==> src/rtl/asyn_fifo_wr_ctrl.sv <==
// rtl/asyn_fifo_wr_ctrl.sv - write-domain burst controller feeding an async FIFO write port
// Two-entry skid buffer decouples the source; bursts start only below almost-full.
module asyn_fifo_wr_ctrl #(
  parameter int DATA_WIDTH = 18,
  parameter int BURST_LEN  = 16,
  parameter int CNT_WIDTH  = 16
) (
  input  logic                  clk_wr_i,
  input  logic                  wrst_n_i,
  input  logic                  s_valid_i,
  input  logic [DATA_WIDTH-1:0] s_data_i,
  input  logic                  s_last_i,
  output logic                  s_ready_o,
  input  logic                  fifo_full_i,
  input  logic                  fifo_af_i,
  output logic                  fifo_wr_o,
  output logic [DATA_WIDTH-1:0] fifo_data_o,
  output logic                  burst_done_o,
  output logic [CNT_WIDTH-1:0]  wr_count_o
);

  localparam int BCW = $clog2(BURST_LEN + 1);
  localparam logic [BCW-1:0] BURST_LAST = BCW'(BURST_LEN - 1);

  typedef enum logic [1:0] {IDLE, BURST, HOLD} state_t;

  state_t                state_q, state_d;
  logic [DATA_WIDTH-1:0] data_q [2];
  logic                  last_q [2];
  logic                  head_q, tail_q;
  logic [1:0]            count_q, count_d;
  logic [BCW-1:0]        burst_cnt_q;
  logic                  push, pop, burst_end;

  assign push        = s_valid_i & s_ready_o;
  assign fifo_wr_o   = (state_q == BURST) & (count_q != 2'd0) & ~fifo_full_i;
  assign pop         = fifo_wr_o;
  assign fifo_data_o = data_q[head_q];
  // A burst ends on a word flagged last or on the BURST_LEN-th write, whichever comes first.
  assign burst_end   = pop & (last_q[head_q] | (burst_cnt_q == BURST_LAST));

  always_comb begin
    count_d = count_q;
    case ({push, pop})
      2'b10:   count_d = count_q + 2'd1;
      2'b01:   count_d = count_q - 2'd1;
      default: count_d = count_q;
    endcase
  end

  always_comb begin
    state_d = state_q;
    case (state_q)
      IDLE:  if ((count_q != 2'd0) && !fifo_af_i) state_d = BURST;
      BURST: begin
        if ((count_q != 2'd0) && fifo_full_i) state_d = HOLD;
        else if (burst_end)                   state_d = IDLE;
      end
      HOLD:  if (!fifo_full_i) state_d = BURST;
      default: state_d = IDLE;
    endcase
  end

  // Payload storage is not reset: it is only observed while count_q > 0.
  always_ff @(posedge clk_wr_i) begin
    if (push) begin
      data_q[tail_q] <= s_data_i;
      last_q[tail_q] <= s_last_i;
    end
  end

  always_ff @(posedge clk_wr_i or negedge wrst_n_i) begin
    if (!wrst_n_i) begin
      state_q      <= IDLE;
      count_q      <= 2'd0;
      head_q       <= 1'b0;
      tail_q       <= 1'b0;
      burst_cnt_q  <= '0;
      s_ready_o    <= 1'b0;
      burst_done_o <= 1'b0;
      wr_count_o   <= '0;
    end else begin
      state_q      <= state_d;
      count_q      <= count_d;
      s_ready_o    <= (count_d != 2'd2);
      burst_done_o <= burst_end;
      if (push) tail_q <= ~tail_q;
      if (pop) begin
        head_q      <= ~head_q;
        wr_count_o  <= wr_count_o + CNT_WIDTH'(1);
        burst_cnt_q <= burst_end ? '0 : burst_cnt_q + BCW'(1);
      end
    end
  end

endmodule

==> config.mk <==
export PLATFORM = sky130hd
export DESIGN_NAME = asyn_fifo_wr_ctrl
export DESIGN_NICKNAME = d
export VERILOG_FILES = /design/src/rtl/asyn_fifo_wr_ctrl.sv
export SDC_FILE = /design/constraint.sdc
export NUM_CORES = 1
export LEC_CHECK = 0
export CAP_MARGIN = 10
export CELL_PAD_IN_SITES_DETAIL_PLACEMENT = 0
export CELL_PAD_IN_SITES_GLOBAL_PLACEMENT = 1
export CORE_ASPECT_RATIO = 1.1
export CORE_MARGIN = 2
export CORE_UTILIZATION = 44
export CTS_CLUSTER_SIZE = 20
export DETAILED_ROUTE_END_ITERATION = 16
export GPL_TIMING_DRIVEN = 1
export PLACE_DENSITY = 0.95
export SLEW_MARGIN = 30
export SYNTH_ARGS = -nofsm -noshare
export SYNTH_HDL_FRONTEND = slang
export SYNTH_SLANG_ARGS = --single-unit
==> constraint.sdc <==
create_clock -name clk_wr_i -period 4.22 [get_ports clk_wr_i]
set_input_delay 0.633 -clock clk_wr_i [delete_from_list [all_inputs] [get_ports clk_wr_i]]
set_output_delay 0.633 -clock clk_wr_i [all_outputs]
set_load 0.01 [all_outputs]
# Yosys cells after proc, flatten, opt, wreduce, memory -nomap -nowiden
# Memory sizes are Yosys's and may differ from the RTL's.
# Cells that the tools add are included.
word_totals:
  reg_bits: 29
  mem_bits_rw: 38
  input_bits: 24
  out_inout_bits: 37
  wordCells: 46
  n_memories: 2
memory_table:
  columns: ["name", "depth", "word_bits", "read_ports", "rd_ports_with_merged_regs", "wr", "line", "rtl"]
  rows:
  - ["data_q", 2, 18, 1, 0, 1, "28", "logic [DATA_WIDTH-1:0] data_q [2];"]
  - ["last_q", 2, 1, 1, 0, 1, "29", "logic last_q [2];"]
classes:
  n_addsub: 4
  eq_ne: 9
  mux: 9
  n_bitwise: 8
  n_reduce_logical: 6
op_table:
  columns: ["cell", "n"]
  rows:
  - ["$add 16x1->16 const B", 1]
  - ["$mux 2", 4]
  - ["$ne 2x2->1 const B", 3]
  - ["$pmux 2 s3", 1]
  - ["$add 5x1->5 const B", 1]
  - ["$eq 5x4->1 const B", 1]
  - ["$mux 5", 1]
  - ["$and 1x1->1", 4]
  - ["$eq 2x1->1 const B", 2]
  - ["$eq 2x2->1 const B", 2]
  - ["$pmux 2 s2", 1]
  - ["$ne 3x2->1 const B", 1]
  - ["$not 1->1", 3]
  - ["$reduce_and 3->1", 1]
  - ["$add 2x1->2 const B", 1]
  - ["$logic_and 1x1->1", 2]
  - ["$logic_not 2->1", 1]
  - ["$mux 1", 2]
  - ["$reduce_bool 2->1", 1]
  - ["$sub 2x1->2 const B", 1]
  - ["$logic_not 1->1", 1]
  - ["$or 1x1->1", 1]

# Depth between registers and ports, before layout
# Gate-level depths: netlist of run 1.
logic_depth:
  depth_word: 7
  ltp_mapped: 8
  ltp_nobuf: 8

# Least setup slack after synthesis of run 1
# No wires, ideal clock.
synth_path:
  kind: "in2reg"
  from: "input s_valid_i"
  to: "memory data_q[0][0], enable pin"
  arrival_time_ps: 1553
  required_time_ps: 3825
  path_slack_ps: 2273
  path_stages: 2
  n_path_buf: 0
  path_cell_list: "nand2_1 nor2_1"
synth_via:
  elab_chain_len: 3
synth_rtl:
  columns: ["item", "line", "rtl"]
  rows:
  - ["start: declaration", "10", "input logic s_valid_i,"]
  - ["$and 1x1->1", "35", "assign push = s_valid_i & s_ready_o;"]
  - ["$mux 1", "66", "if (push) begin"]
  - ["$mux 1 (implied by the code)", "67", "data_q[tail_q] <= s_data_i;"]
  - ["end: declaration", "28", null]
# No other way between the ends.

# Worst setup path after layout of run 1
layout_path:
  from: "register head_q"
  to: "output fifo_data_o[15]"
layout_via:
  elab_chain_len: 1
layout_rtl:
  columns: ["item", "line", "rtl"]
  rows:
  - ["start: declaration", "30", "logic head_q, tail_q;"]
  - ["start signal: assignment", "89", "head_q <= ~head_q;"]
  - ["$mem_v2 2x18", null, null]
  - ["end: declaration", "17", "output logic [DATA_WIDTH-1:0] fifo_data_o,"]
# No other way between the ends.

==> flow_metrics.env, run 1 <==
export IMPL_n_fill_cell=478
export IMPL_boundaryPins=61
export IMPL_crit_path_max_incr_delay_ns=0.93
export IMPL_drtPass1Iterations=4
export IMPL_ys_top_cells_by_area="edfxtp_1 41%, dfrtp_1 26%, mux2_2 7.4%"
export IMPL_final_max_slew_violation_count=0
export IMPL_run_status="complete, no violations"
export IMPL_maxCapViolations=0
export IMPL_final_worst_path_period_share=0.6681
export IMPL_path_cells="mux2_2 > clkdlybuf4s50_1"
export IMPL_critPathLaunchType="register"
export IMPL_final_period_minus_worst_setup_slack_ns=2.819
export IMPL_powerDensity_mw_per_mm2=598.5
export IMPL_yosys_register_bits=67
export IMPL_cts_hold_buffers=0
export IMPL_rows=30
export IMPL_drt_drc_violations_left=0
export IMPL_cts_tree="done"
export IMPL_multi_input_comb_area_sq_um=852.1
export IMPL_rsz_0062_raised_after_global_routing="false"
export IMPL_worst_pin_slew_ns=0.9009
export IMPL_setup_viol=0
export IMPL_number_of_global_route_vias_before_repair=1615
export IMPL_cts_buffers=9
export IMPL_clkLatencyLatePin_ns=0.33
export IMPL_mappedNetlistNets=211
export IMPL_initial_core_utilization=0.4503
export IMPL_track_usage=0.1465
export IMPL_design_die_area_sq_mm=0.006912
export IMPL_cts_root_buf="clkbuf_8"
export IMPL_port_buffer_count=60
export IMPL_synth_top_cell_by_area="edfxtp_1"
export IMPL_postCtsResizedCells=0
export IMPL_grt_antenna_before_repair=0
export IMPL_setup_tns_final_ns=0
export IMPL_syn_instance_count=183
export IMPL_asyncSetResetFlopFracSynth=0.4328
export IMPL_synth_sequential_area_ratio=0.6776
export IMPL_num_nets_final=281
export IMPL_timing_slew_headroom=0.3994
export IMPL_critical_path_arrival_ns=2.19
export IMPL_grt_ovfl_total=0
export IMPL_sequential_area_sq_mm=0.001867
export IMPL_antenna_left=0
export IMPL_post_synth_top_count_cell="edfxtp_1"
export IMPL_die_width_um=79.45
export IMPL_class_of_the_tightest_hold_or_removal_check="register to register"
export IMPL_timing_critical_path_slowest_stage_cell="dfrtp_1"
export IMPL_cts_htree_levels=3
export IMPL_synth_warning_count=0
export IMPL_cp_startpoint="head_q"
export IMPL_total_leakage_power_uw=0.001460
export IMPL_route_detailed_vias_per_inst=4.834
export IMPL_grt_max_degree=30
export IMPL_worst_setup_hold_path_clk_slew_ns=0.08
export IMPL_synthFlopType="edfxtp_1"
export IMPL_post_synth_most_frequent_cells="38 x edfxtp_1, 29 x dfrtp_1, 18 x mux2_2"
export IMPL_cts_path_max_buffers=2
export IMPL_yosys_cell_types_count=34
export IMPL_critical_path_required_ns=3.59
export IMPL_crit_path_end_kind="output pin"
export IMPL_gp_routability_congestion=0.7753
export IMPL_peakVddDrop_mv=0.3262
export IMPL_ant_diodes=0
export IMPL_layout_area_overhead_vs_synth_pct=33.47
export IMPL_synth_enable_flop_cells=38
export IMPL_final_core_util=0.6010
export IMPL_synth_top_area_share=0.4142
export IMPL_final_layout_size_suffix_gt1_frac=0.1744
export IMPL_synthesis_area_per_instance_sq_um=15.06
export IMPL_final_hold_violation_count=0
export IMPL_core_area_sq_mm=0.006118
export IMPL_wl_per_cell_um=13.68
export IMPL_worst_setup_path_type="register to output pin"
export IMPL_die_height_um=87.00
export IMPL_numClockSinks=67
export IMPL_place_detailed_hpwl_mm=3.211
export IMPL_timing_hold_worst_start="wr_count_o[15]"
export IMPL_cts_post_setup_buffers_inserted=0
export IMPL_maxClockFrequency_mhz=354.7
export IMPL_total_power_uw=2201
export IMPL_dr_total_vias=1634
export IMPL_crit_fanout=22
export IMPL_synthesis_area_sq_mm=0.002755
export IMPL_grt_first_pass_wirelength_mm=7.569
export IMPL_clock_skew_ns=0.01054
export IMPL_drt_first_iter_violations=97
export IMPL_worstReg2RegStart="head_q"
export IMPL_drt_wl_total_mm=4.624
report_power, final:
part	leakage [uW]	internal, uW	switching [uW]
combinational	0.000639	369	272
clock	0.000103	330	230
sequential	0.000719	858	141
total	0.00146	1560	643
registers in the layout, summed over array words and instances (netlist names):
name / flops
head_q: 1
burst_cnt_q: 5
last_q: 2
data_q: 36
wr_count_o: 16
s_ready_o: 1
burst_done_o: 1
count_q: 2
state_q: 2
tail_q: 1
routing by layer:
metal | global-route usage | up-vias | share of wire
li1 | - | 791 | -
met1 | 0.1829 | 782 | 0.44
met2 | 0.2338 | 52 | 0.48
met3 | 0.03423 | 9 | 0.062
met4 | 0.08464 | 0 | 0.019
met5 | 0 | - | 0
final timing paths:
check | depth (start not counted) | slack (ns) | end
hold / removal | 1 | 0.48 | wr_count_o[15]
max in group asynchronous | 2 | 3.27 | s_ready_o
min in group asynchronous | 2 | 0.67 | wr_count_o[8]
setup / recovery | 2 | 1.40 | fifo_data_o[15]
setup reg to reg | 4 | 2.16 | burst_cnt_q[0]
hold reg to reg | 1 | 0.48 | wr_count_o[15]
stage by stage:
step | setup WS, ns | cells | cell area [sq um] | hold WS (ns)
finish | 1.401 | 338 | 3677 | 0.4774
global route | 1.302 | 338 | 3677 | 0.4866
floorplan | 2.273 | 183 | 2755 | 0.3374
detailed placement | 1.400 | 322 | 3456 | 0.4657
CTS | 1.363 | 338 | 3672 | 0.4799
global placement | 1.422 | 322 | 3456 | 0.4625
placed cells by master (no fill, tap or decap), types with 3 or more instances in the layout:
cell | netlist | final
nand3_1 | 3 | 3
edfxtp_1 | 38 | 38
nor3_1 | 4 | 4
clkdlybuf4s50_1 | 0 | 60
clkbuf_8 | 0 | 9
nor2_1 | 12 | 11
nand4_4 | 3 | 3
xor2_1 | 11 | 11
mux2_2 | 18 | 18
ha_1 | 4 | 4
nand2_1 | 12 | 12
xnor2_1 | 9 | 9
inv_1 | 8 | 8
dfrtp_1 | 29 | 29
o21ai_0 | 4 | 4
a21oi_1 | 3 | 3
cells by family after synthesis:
group                      share of synthesized area
AOI/OAI and AO/OA                            0.03588
xor gates and xnor gates                     0.06358
adders and majority gates                    0.01817
buffers and inverters                        0.01589
DFF                                           0.6776
muxes                                        0.07720
and+or+nand+nor                               0.1117
worst max-delay path: cells and delay by family (launching register included):
kind,cells,cell delay (ns)
buf+inv,1,0.50
mux,1,0.41
flops,1,0.93
cell type report:
type / count / share of cell area
Clock buffer: 9 / 0.03368
Clock inverter: 7 / 0.02518
Multi-Input combinational cell: 105 / 0.2317
Tap cell: 80 / 0.02722
Timing Repair Buffer: 61 / 0.1654
Sequential cell: 67 / 0.5077
Inverter: 9 / 0.009187
Note: power is estimated with default switching activity, not from simulation.
==> run 2: changes to the inputs <==
--- a/config.mk
+++ b/config.mk
@@ -10,11 +10,11 @@
 export CELL_PAD_IN_SITES_GLOBAL_PLACEMENT = 1
 export CORE_ASPECT_RATIO = 1.1
 export CORE_MARGIN = 2
-export CORE_UTILIZATION = 44
+export CORE_UTILIZATION = 41
 export CTS_CLUSTER_SIZE = 20
 export DETAILED_ROUTE_END_ITERATION = 16
 export GPL_TIMING_DRIVEN = 1
-export PLACE_DENSITY = 0.95
+export PLACE_DENSITY = 0.9
 export SLEW_MARGIN = 30
 export SYNTH_ARGS = -nofsm -noshare
 export SYNTH_HDL_FRONTEND = slang
==> constraint.sdc (replaced) <==
create_clock -name clk_wr_i -period 2.8 [get_ports clk_wr_i]
set_input_delay 0.42 -clock clk_wr_i [delete_from_list [all_inputs] [get_ports clk_wr_i]]
set_output_delay 0.42 -clock clk_wr_i [all_outputs]
set_load 0.01 [all_outputs]
==> flow_metrics.env, run 2 (synthesis gave the netlist of run 1 again) <==
export IMPL_cts_post_setup_buffers_inserted=0
export IMPL_wl_per_cell_um=14.00
export IMPL_whs_ns=0.4574
export IMPL_largest_register_ffs=36
export IMPL_critical_path_arrival_ns=1.99
export IMPL_track_usage=0.1434
export IMPL_clock_skew_ns=0.006417
export IMPL_design_die_area_sq_mm=0.007392
export IMPL_cts_path_max_buffers=2
export IMPL_place_detailed_hpwl_mm=3.339
export IMPL_layout_area_overhead_vs_synth_pct=32.56
export IMPL_cts_root_buf="clkbuf_8"
export IMPL_max_flop_register="data_q"
export IMPL_cts_buffers=9
export IMPL_met3_usage=0.06627
export IMPL_postCtsResizedCells=0
export IMPL_placement_setup_worst_slack_ns=0.3886
export IMPL_top_regs="data_q x36, wr_count_o x16, burst_cnt_q x5"
export IMPL_grt_first_pass_wirelength_mm=7.845
export IMPL_finalNonFillerCells=342
export IMPL_final_max_slew_violation_count=0
export IMPL_postLayoutSetupSlackWorst_ns=0.3931
export IMPL_grtUsageMet1=0.1685
export IMPL_crit_fanout=9
export IMPL_maxClockFrequency_mhz=415.5
export IMPL_port_buffer_count=60
export IMPL_timing_slew_headroom=0.5892
export IMPL_run_status="complete, no violations"
export IMPL_crit_path_end_kind="output pin"
export IMPL_rows=31
export IMPL_setup_tns_final_ns=0
export IMPL_final_period_minus_worst_setup_slack_ns=2.407
export IMPL_placed_cells_incl_taps=326
export IMPL_n_fill_cell=556
export IMPL_clkLatencyLatePin_ns=0.33
export IMPL_drtPass1Iterations=4
export IMPL_ant_diodes=0
export IMPL_cts_hold_buffers=0
export IMPL_numClockSinks=67
export IMPL_layout_common_cells="60 x clkdlybuf4s50_1, 38 x edfxtp_1, 28 x dfrtp_1"
export IMPL_drt_drc_violations_left=0
export IMPL_final_layout_size_suffix_gt1_frac=0.1885
export IMPL_route_detailed_vias_per_inst=4.868
export IMPL_core_area_sq_mm=0.006555
export IMPL_num_nets_final=283
export IMPL_peakVddDrop_mv=0.4191
export IMPL_setup_reg_to_reg_worst_slack_ns=0.86
export IMPL_total_power_uw=3184
export IMPL_setup_viol=0
export IMPL_initial_core_utilization=0.4203
export IMPL_globalRouteMet2Util=0.2270
export IMPL_maxCapViolations=0
export IMPL_dr_total_vias=1665
export IMPL_powerDensity_mw_per_mm2=871.8
export IMPL_grt_max_degree=30
export IMPL_mostFrequentLayoutCell="clkdlybuf4s50_1"
export IMPL_class_of_the_tightest_hold_or_removal_check="input pin to asynchronous set/reset pin"
export IMPL_boundaryPins=61
export IMPL_rsz_0062_raised_after_global_routing="false"
export IMPL_gp_routability_congestion=0.7621
export IMPL_number_of_global_route_vias_before_repair=1675
export IMPL_worst_pin_slew_ns=0.6125
export IMPL_final_worst_path_period_share=0.8596
export IMPL_worst_setup_path_type="input pin to output pin"
export IMPL_total_leakage_power_uw=0.001448
export IMPL_die_height_um=89.98
export IMPL_worst_setup_hold_path_clk_slew_ns=0.08
export IMPL_critical_path_required_ns=2.38
export IMPL_antenna_left=0
export IMPL_critPathLaunchType="input pin"
export IMPL_final_hold_violation_count=0
export IMPL_die_width_um=82.16
export IMPL_cts_htree_levels=3
export IMPL_grt_ovfl_total=0
export IMPL_drt_wl_total_mm=4.789
export IMPL_cts_tree="done"
export IMPL_grt_antenna_before_repair=0
export IMPL_drt_first_iter_violations=50
export IMPL_gr_max_usage_layer="met2"
run 2: stage by stage:
stage               instance area, sq um  utilization
floorplan                           2755            -
global placement                    3473       0.5299
detailed placement                  3473       0.5299
CTS                                 3651       0.5570
global route                        3652       0.5572
finish                              3652       0.5572
run 2: final timing paths:
| kind | to | start | cells after the start |
|---|---|---|---|
| min | state_q[1] | wrst_n_i | 2 |
| max reg2reg | state_q[0] | burst_cnt_q[0] | 6 |
| min in group clk_wr_i | wr_count_o[15] | wr_count_o[15] | 1 |
| min reg2reg | wr_count_o[15] | wr_count_o[15] | 1 |
| max | fifo_wr_o | fifo_full_i | 5 |
| max in group asynchronous | head_q | wrst_n_i | 2 |
run 2: final cells by class:
cell class                      count  area [sq um]  share of cell area
Clock buffer                        9         123.9             0.03392
Clock inverter                      7         53.80             0.01473
Inverter                            9         33.78            0.009250
Multi-Input combinational cell    105         847.1              0.2319
Sequential cell                    67          1868              0.5115
Tap cell                           82         102.6             0.02809
Timing Repair Buffer               63         623.1              0.1706
run 2: power breakdown:
part | switching [uW] | leakage [uW] | internal (uW) | total (uW)
Clock | 377 | 0.0000818 | 325 | 702
Combinational | 417 | 0.000648 | 565 | 981
Sequential | 208 | 0.000718 | 1290 | 1500
run 2: per-layer routing:
metal / wire length (um) / up-vias
met5: 0 / -
met4: 68 / 0
met3: 378 / 7
met2: 2292 / 49
met1: 2050 / 809
li1: - / 800
run 2: worst max-delay path, stage by stage:
cell and delay [ns]:
clkdlybuf4s50_1 0.48, nor2_4 0.19, nand2_2 0.17, inv_2 0.16, clkdlybuf4s50_1 0.55
==> run 3: changes to the inputs <==
--- a/config.mk
+++ b/config.mk
@@ -10,11 +10,11 @@
 export CELL_PAD_IN_SITES_GLOBAL_PLACEMENT = 1
 export CORE_ASPECT_RATIO = 1.1
 export CORE_MARGIN = 2
-export CORE_UTILIZATION = 41
+export CORE_UTILIZATION = 40
 export CTS_CLUSTER_SIZE = 20
 export DETAILED_ROUTE_END_ITERATION = 16
 export GPL_TIMING_DRIVEN = 1
-export PLACE_DENSITY = 0.9
+export PLACE_DENSITY = 0.89
 export SLEW_MARGIN = 30
 export SYNTH_ARGS = -nofsm -noshare
 export SYNTH_HDL_FRONTEND = slang
==> flow_metrics.env, run 3 (synthesis gave the netlist of run 1 again) <==
export IMPL_run_status="complete, no violations"
export IMPL_top_regs="data_q x36, wr_count_o x16, burst_cnt_q x5"
export IMPL_switchingPower_uw=973.8
export IMPL_rsz_0062_raised_after_global_routing="false"
export IMPL_route_detailed_vias_per_inst=4.839
export IMPL_critical_path_arrival_ns=2.21
export IMPL_grt_ovfl_total=0
export IMPL_whs_ns=0.4505
export IMPL_grt_first_pass_wirelength_mm=8.273
export IMPL_drt_first_iter_violations=49
export IMPL_maxCapViolations=0
export IMPL_final_core_util=0.5516
export IMPL_finalNonFillerCells=342
export IMPL_power_frac_clock=0.235
export IMPL_die_height_um=91.05
export IMPL_power_frac_seq=0.463
export IMPL_final_worst_path_period_share=0.9380
export IMPL_total_leakage_power_uw=0.001464
export IMPL_crit_fanout=22
export IMPL_rows=31
export IMPL_powerDensity_mw_per_mm2=885.5
export IMPL_track_usage=0.1417
export IMPL_layout_common_cells="60 x clkdlybuf4s50_1, 38 x edfxtp_1, 29 x dfrtp_1"
export IMPL_multi_input_comb_area_sq_um=847.1
export IMPL_ant_diodes=0
export IMPL_sequential_area_sq_mm=0.001867
export IMPL_final_hold_violation_count=0
export IMPL_num_nets_final=283
export IMPL_boundaryPins=61
export IMPL_final_layout_size_suffix_gt1_frac=0.1769
export IMPL_numClockSinks=67
export IMPL_wl_per_cell_um=14.17
export IMPL_maxClockFrequency_mhz=380.7
export IMPL_clkLatencyLatePin_ns=0.34
export IMPL_comb_power_share=0.302
export IMPL_layout_area_overhead_vs_synth_pct=32.79
export IMPL_final_period_minus_worst_setup_slack_ns=2.626
export IMPL_number_of_global_route_vias_before_repair=1695
export IMPL_max_flop_register="data_q"
export IMPL_cts_buffers=9
export IMPL_gp_routability_congestion=0.7702
export IMPL_cts_post_setup_buffers_inserted=0
export IMPL_port_buffer_count=60
export IMPL_setup_viol=0
export IMPL_drt_wl_total_mm=4.845
export IMPL_placed_cells_incl_taps=326
export IMPL_clock_skew_ns=0.01102
export IMPL_mostFrequentLayoutCell="clkdlybuf4s50_1"
export IMPL_cts_htree_levels=3
export IMPL_class_of_the_tightest_hold_or_removal_check="input pin to asynchronous set/reset pin"
export IMPL_initial_core_utilization=0.4154
export IMPL_die_width_um=83.13
export IMPL_worst_pin_slew_ns=0.9199
export IMPL_cts_path_max_buffers=2
export IMPL_dr_total_vias=1655
export IMPL_drt_drc_violations_left=0
export IMPL_critPathLaunchType="register"
export IMPL_grt_max_degree=30
export IMPL_cts_tree="done"
export IMPL_postCtsResizedCells=0
export IMPL_critical_path_required_ns=2.38
export IMPL_worst_setup_hold_path_clk_slew_ns=0.08
export IMPL_peakVddDrop_mv=0.5318
export IMPL_switching_share=0.3006
export IMPL_setup_tns_final_ns=0
export IMPL_final_max_slew_violation_count=0
export IMPL_core_area_sq_mm=0.006633
export IMPL_place_detailed_hpwl_mm=3.354
export IMPL_design_die_area_sq_mm=0.007569
export IMPL_crit_path_end_kind="output pin"
export IMPL_largest_register_ffs=36
export IMPL_antenna_left=0
export IMPL_cts_hold_buffers=0
export IMPL_timing_slew_headroom=0.3867
export IMPL_worst_setup_path_type="register to output pin"
export IMPL_internal_power_uw=2266
export IMPL_cts_root_buf="clkbuf_8"
export IMPL_drtPass1Iterations=3
export IMPL_n_fill_cell=543
export IMPL_grt_antenna_before_repair=0
## run 3: worst paths after layout
kind	start	endpoint	slack, ns	cells after the start
worst min register to register	wr_count_o[15]	wr_count_o[15]	0.47	1
min in group clk_wr_i	wr_count_o[15]	wr_count_o[15]	0.47	1
worst max register to register	head_q	burst_cnt_q[3]	0.75	4
max in group asynchronous	wrst_n_i	burst_cnt_q[2]	2.07	2
worst max-delay path	head_q	fifo_data_o[1]	0.17	2
worst min-delay path	wrst_n_i	wr_count_o[5]	0.45	2
## run 3: layout make-up
cell class	count	area share
multi-input cells	105	0.2315
clock inverters	5	0.01471
repair buffers	63	0.1703
flip-flops and latches	67	0.5103
clock buffers	11	0.03591
inverters	9	0.009234
well taps	82	0.02804
## run 3: power groups by stage
| stage | sequential [uW] | clock, uW | combinational (uW) |
|---|---|---|---|
| 2_1_floorplan | 1450 | 0 | 592 |
| 3_3_place_gp | 1510 | 0 | 975 |
| 3_5_place_dp | 1520 | 0 | 995 |
| 4_1_cts | 1510 | 788 | 999 |
| 5_1_grt | 1540 | 824 | 1070 |
| 6_report | 1500 | 762 | 977 |
## run 3: worst max-delay path, stage by stage (launching register included)
cell             delay, ns
dfrtp_1               0.95
mux2_2                0.42
clkdlybuf4s50_1       0.50
## run 3: through the flow
step                      worst slack (ns)  area (sq um)  total power [uW]
after floorplan                      1.066          2755              2044
after global placement              0.4241          3473              2489
after detailed placement            0.4024          3473              2519
after CTS                           0.1267          3659              3292
after global routing               0.04958          3659              3440
final                               0.1735          3659              3239
## run 3: metal layers
layer  vias up  GRT usage  routed length [um]
met5         -          0                   0
met4         0    0.06557                 104
met3        10    0.04909                 253
met2        51     0.2191                2373
met1       797     0.1793                2113
li1        797          -                   -
